`src/rtl/jt900h_mul.sv`:
```
// rtl/jt900h_mul.sv - shift-add 8x8/16x16 signed/unsigned multiplier, one bit per cen cycle
module jt900h_mul (
  input  logic        rst,
  input  logic        clk,
  input  logic        cen,
  input  logic [15:0] op0,
  input  logic [15:0] op1,
  input  logic        len,
  input  logic        start,
  input  logic        sign,
  output logic [31:0] prod,
  output logic        busy,
  output logic        done
);

  typedef enum logic {IDLE, RUN} state_t;

  state_t      st;
  logic        start_l, len_l, rsi;
  logic [3:0]  cnt;
  logic [31:0] acc, mcand;
  logic [15:0] mplier;

  logic        trigger, s0, s1, last;
  logic [15:0] m0, m1;
  logic [31:0] sum, res;

  assign trigger = start & ~start_l;

  // Magnitudes are kept unsigned, so 0x80 and 0x8000 map to 128 and 32768 without overflow
  always_comb begin
    s0 = len ? op0[15] : op0[7];
    s1 = len ? op1[15] : op1[7];
    if (len) begin
      m0 = (sign & s0) ? (~op0 + 16'd1) : op0;
      m1 = (sign & s1) ? (~op1 + 16'd1) : op1;
    end else begin
      m0 = {8'd0, (sign & s0) ? (~op0[7:0] + 8'd1) : op0[7:0]};
      m1 = {8'd0, (sign & s1) ? (~op1[7:0] + 8'd1) : op1[7:0]};
    end
    sum  = acc + (mplier[0] ? mcand : 32'd0);
    last = len_l ? (cnt == 4'd15) : (cnt == 4'd7);
    if (!rsi)
      res = sum;
    else if (len_l)
      res = ~sum + 32'd1;
    else
      res = {16'd0, ~sum[15:0] + 16'd1};
  end

  always_ff @(posedge clk or posedge rst) begin
    if (rst) begin
      st      <= IDLE;
      busy    <= 1'b0;
      done    <= 1'b0;
      start_l <= 1'b0;
      cnt     <= 4'd0;
      rsi     <= 1'b0;
      len_l   <= 1'b0;
      prod    <= 32'd0;
      acc     <= 32'd0;
      mcand   <= 32'd0;
      mplier  <= 16'd0;
    end else if (cen) begin
      start_l <= start;
      done    <= 1'b0;
      if (st == IDLE) begin
        if (trigger) begin
          st     <= RUN;
          busy   <= 1'b1;
          len_l  <= len;
          rsi    <= sign & (s0 ^ s1);
          acc    <= 32'd0;
          mcand  <= {16'd0, m0};
          mplier <= m1;
          cnt    <= 4'd0;
        end
      end else begin
        acc    <= sum;
        mcand  <= mcand << 1;
        mplier <= mplier >> 1;
        cnt    <= cnt + 4'd1;
        if (last) begin
          st   <= IDLE;
          busy <= 1'b0;
          done <= 1'b1;
          prod <= res;
          cnt  <= 4'd0;
        end
      end
    end
  end

endmodule

```
`config.mk`:
```
export PLATFORM = sky130hd
export DESIGN_NAME = jt900h_mul
export DESIGN_NICKNAME = d
export VERILOG_FILES = /design/src/rtl/jt900h_mul.sv
export SDC_FILE = /design/constraint.sdc
export NUM_CORES = 1
export LEC_CHECK = 0
export CAP_MARGIN = 20
export CORE_ASPECT_RATIO = 1.4
export CORE_MARGIN = 5
export CORE_UTILIZATION = 35
export DETAILED_ROUTE_END_ITERATION = 8
export PLACE_DENSITY = 0.51
export SYNTH_ARGS = -nofsm -noshare
export SYNTH_HDL_FRONTEND = slang
export SYNTH_SLANG_ARGS = --single-unit
```
`constraint.sdc`:
```
create_clock -name clk -period 5.05 [get_ports clk]
set_input_delay 1.515 -clock clk [delete_from_list [all_inputs] [get_ports clk]]
set_output_delay 1.515 -clock clk [all_outputs]
set_load 0.02 [all_outputs]
```
# Yosys cells after proc, flatten, opt, wreduce, memory -nomap -nowiden
# Index checks and enable logic that the tools add are counted.
dict set report classes {
  addsub 8
  eq_ne 3
  muxes 29
  bitwise_logic 13
  n_reduce_logical 5
}
# cell n
set op_table {}
lappend op_table {{two-way mux 32 bit} 7}
lappend op_table {{two-way mux 16 bit} 6}
lappend op_table {{adder 16 x 1 -> 16 bit (second input constant)} 3}
lappend op_table {{NOT 16 bit} 3}
lappend op_table {{adder 32 x 1 -> 32 bit (second input constant)} 1}
lappend op_table {{adder 32 bit} 1}
lappend op_table {{NOT 32 bit} 1}
lappend op_table {{adder 8 x 1 -> 8 bit (second input constant)} 2}
lappend op_table {{two-way mux 8 bit} 2}
lappend op_table {{NOT 8 bit} 2}
lappend op_table {{two-way mux 4 bit} 3}
lappend op_table {{two-way mux 1 bit} 11}
lappend op_table {{AND reduction 3 bit} 3}
lappend op_table {{adder 4 x 1 -> 4 bit (second input constant)} 1}
lappend op_table {{bitwise AND 1 bit} 4}
lappend op_table {{equality test 4 x 3 -> 1 bit (second input constant)} 1}
lappend op_table {{equality test 4 bit (second input constant)} 1}
lappend op_table {{inequality test 2 x 1 -> 1 bit (second input constant)} 1}
lappend op_table {{NOT 1 bit} 2}
lappend op_table {{AND reduction 2 bit} 1}
lappend op_table {{nonzero test 2 bit} 1}
lappend op_table {{bitwise XOR 1 bit} 1}
dict set report word_totals {
  reg_bits 122
  input_bits 38
  output_inout_bits 34
  word_cells 69
}

# Longest topological paths before layout
dict set report logic_depth {
  word_depth 6
  depth_mapped 15
  ltp_nobuf 13
}

# Worst setup path before layout
# Ideal clock, no wire load.
dict set report synth_path {
  kind {register to register}
  startpoint {register mplier[0]}
  endpoint {register prod[19]}
  setup_ns 0.121
  t_arrival_ns 3.651
  required_time_ns 4.929
  setup_slack_ns 1.278
  path_stages_with_launch 15
  n_path_buf 1
  period_less_slack_ns 3.772
  path_cell_list {dfrtp_1 -> clkbuf_1 -> and2_1 -> ha_1 -> fa_1 -> a211oi_2 -> o21ai_2 -> mux2_4 -> a211oi_2 -> nand2b_1 -> or4_4 -> or3_4 -> o31ai_4 -> xnor2_1 -> a22o_1}
}
dict set report synth_via {
  elab_chain_cells 6
}
# element line
set synth_lines {}
lappend synth_lines {{start: declaration} 22} ;# logic [15:0] mplier;
lappend synth_lines {{start signal: assignment} 75} ;# mplier <= m1;
lappend synth_lines {{start signal: assignment} 81} ;# mplier <= mplier >> 1;
lappend synth_lines {{two-way mux 32 bit *} 41} ;# sum = acc + (mplier[0] ? mcand : 32'd0);
lappend synth_lines {{adder 32 bit *} 41}
lappend synth_lines {{NOT 32 bit} 46} ;# res = ~sum + 32'd1;
lappend synth_lines {{adder 32 x 1 -> 32 bit} 46}
lappend synth_lines {{two-way mux 32 bit} 45} ;# else if (len_l)
lappend synth_lines {{two-way mux 32 bit *} 43} ;# if (!rsi)
lappend synth_lines {{end signal: assignment} 87} ;# prod <= res;
lappend synth_lines {{end: declaration} 11} ;# output logic [31:0] prod,
# Mark *: on every way between the ends. The rest lies on a longest branch, timed or not.
# A chain may end at the register's enable or synchronous reset.

# Worst setup path in the final report
dict set report layout_path {
  startpoint {register mplier[0]}
  endpoint {register prod[31]}
}
# Same word-level chain as after synthesis.

==> impl_results.md <==
* Run status: completed
* Antenna violations before repair at 0
* Post-synth EDFFs at 0
* Clock Power Share at around a quarter
* Worst Hold Class: reg -> reg
* # fillers at between 2000 and 2500
* Crit path launch type: register
* GP Congestion at roughly 0.82
* Ports at 72
* Internal at between 0.002 and 0.003 W
* Root buffer selected by CTS: clkbuf_16
* Yosys synthesis warning count at 0
* Area leader, netlist: dfrtp_1
* Clock latency on the worst-skew pair at approximately 430 ps
* Ant diodes at 0
* Post-DRT Antenna Nets at 0
* Top cell type's share of synthesized area at 35.2%
* Remaining DRCs at 0
* RSZ-0062 raised after global routing: no
* Net switching power at between 0.0015 and 0.002 W
* Drt pass-1 iters at 4
* Rel. slew slack at a little over a third
* Worst path required time at roughly 5400 ps
* Post-synth top cells: 169 x nand2_1, 122 x dfrtp_1, 117 x o21ai_0, 56 x nor2_1, 52 x a21oi_1
* Clk buf depth at 2
* Number of global-route vias before repair at about 7400
* Synth Cell Area at between 0.008 and 0.009 mm²
* Tightest Pin Transition at ~950 ps
* P&R area growth vs syn at 17.9%
* Critical path class: reg -> reg
* # clock sinks at 122
* Largest net degree at the start of global routing at 59
* Hold WS at 473 ps
* F_max at approximately 0.22 GHz
* Post-synth top flop: dfrtp_1
* HPWL Detailed at around 17000 µm
* Final setup TNS at 0 ps
* Setup crit end kind: register
* Vias per cell at around 5.3
* Top-count cell post-synth: nand2_1
* Post-cts sizing count at 0
* # nets final at roughly 1200
* Hold-fix buffers, CTS at 0
* Die W at ~140 µm
* Met3 Wirelength at 933 µm
* Setup Viol. Count Final at 0
* Met2 wire length at ~11000 µm
* Wl on met1 at 10500 µm
* Total core area at about 0.025 mm²
* Highest metal used: met4
* GR Util All Layers at 17.1%
* Layout Cell Area excl Fill at about 0.01 mm²
* Iter 0 DRT Violations at between 400 and 500
* Seq pwr share at between 30% and 40%
* Max-Cap Viols at 0
* Async SR Flop Fraction at 100%
* Leakage at around 4.4 nW
* Routed wire per std cell at approximately 16 µm
* Fin. max-slew vios at 0
* Switch share at between 40% and 50%
* Combinational share of power at between 40% and 50%
* Die H at between 150 and 200 µm
* Num CTS Buffers at 17
* PwrDens at 460 mW/mm²
* Seq/Total Area, Yosys at between 30% and 40%
* Die ar. at 0.0281 mm²
* Worst-path maximum fanout at 33
* Worst EP arrival at 4820 ps
* Layout Skew at a little over 10 ps
* Final Hold Fails at 0
* Dpl cell area at between 0.009 and 0.01 mm²
* Syn_nets at about 1100
* Period utilization at between 80 and 90%
* Total Wirelength at 22700 µm
* Num rows at slightly below 70
* First-pass GRT wire length at 38700 µm
* Initial Util at between 30% and 40%
* CTS tree: done
* Via count at about 7500
* Syn Inst Count at approximately 1000
* Global route total overflow at 0
* Synth cell types at 81
* Port Buffers at 71
* CTS H-tree depth at 4
* Avg Inst Size Synth at 8.40 µm²
* Worst VDD drop at 0.250 mV
* Clk slew on worst S/H paths at ~60 ps
* Layout cell share with drive strength beyond 1 at 7.80%
* # Post-CTS Setup Buffers at 0
* Fin crit period at 4460 ps
* Flops & latches, synth at approximately 120
* Ranking of synthesized cells by area: dfrtp_1 35%, nand2_1 7.3%, o21ai_0 6.7%
-- state kept, by name, summed over array words and instances (netlist names) --
signal / cells
start_l: 1
cnt: 4
prod: 32
mplier: 16
len_l: 1
rsi: 1
busy: 1
mcand: 32
st: 1
done: 1
acc: 32
-- worst paths after layout --
kind	from	to	slack (ps)	depth (start not counted)
max reg2reg	mplier[0]	prod[31]	590	13
min reg2reg	prod[14]	prod[14]	470	2
min	prod[14]	prod[14]	470	2
max in group asynchronous	rst	prod[8]	2790	3
min in group asynchronous	rst	mplier[3]	1480	2
max	mplier[0]	prod[31]	590	13
-- per-layer routing --
metal / vias up / global-route usage, %
met5: - / 0
met4: 0 / 5.46
met1: 3511 / 22.7
met2: 141 / 28.0
met3: 26 / 3.18
li1: 3807 / -
-- metrics by stage --
stage          power [W]  cells  setup WS [ps]  utilization (%)
3_3_place_gp     0.00355   1372            640             39.3
4_1_cts          0.00478   1404            555             41.6
2_1_floorplan    0.00295   1034            292                -
6_report         0.00471   1405            593             41.6
5_1_grt          0.00508   1405            259             41.6
3_5_place_dp     0.00358   1372            581             39.3
-- critical path, stage by stage (launching register included) --
cell and delay, ps:
dfrtp_1 670, and2_1 290, ha_1 250, fa_1 450
a211oi_2 280, o211ai_2 180, a211oi_2 460, nor2_1 150
o41ai_4 450, xor2_2 310, nand2_1 190, nor4b_2 300
mux2_2 360, nand2_1 50
-- cell type report --
type	instances	area, µm²	area share [%]
Multi-Input combinational cell	829	5290	51.7
Sequential cell	122	3050	29.8
Timing Repair Buffer	87	856	8.36
Clock buffer	19	443	4.33
Tap cell	315	394	3.85
Clock inverter	13	121	1.19
Inverter	20	77.6	0.758
-- placed cells by master, fill, tap and decap left out, drive strengths merged, types with 35 or more instances in the layout --
master / count
nand3: 41
ha: 35
clkdlybuf4s50: 71
nor2: 56
o21ai: 125
a21oi: 55
xnor2: 42
nand2: 169
dfrtp: 122
and2: 43
-- power by group through the flow --
stage               clock network [W]  logic (W)  registers, W
finish                        0.00116    0.00205       0.00150
global route                  0.00124    0.00229       0.00155
CTS                           0.00120    0.00206       0.00151
detailed placement                  0    0.00206       0.00152
global placement                    0    0.00204       0.00151
floorplan                           0    0.00139       0.00156
-- cell families (layout without fill, tap and decap cells) --
| family | count (synthesis) | after routing | synth area share [%] |
|---|---|---|---|
| multiplexers | 14 | 14 | 1.69 |
| buffers and inverters | 83 | 139 | 3.96 |
| AO/OA/AOI/OAI | 320 | 320 | 24.6 |
| AND/OR/NAND/NOR | 385 | 385 | 21.7 |
| adder cells (fa/ha/maj) | 36 | 36 | 5.27 |
| XOR/XNOR | 74 | 74 | 7.64 |
| flip-flops | 122 | 122 | 35.2 |
Power figures use the tool's default switching activity.
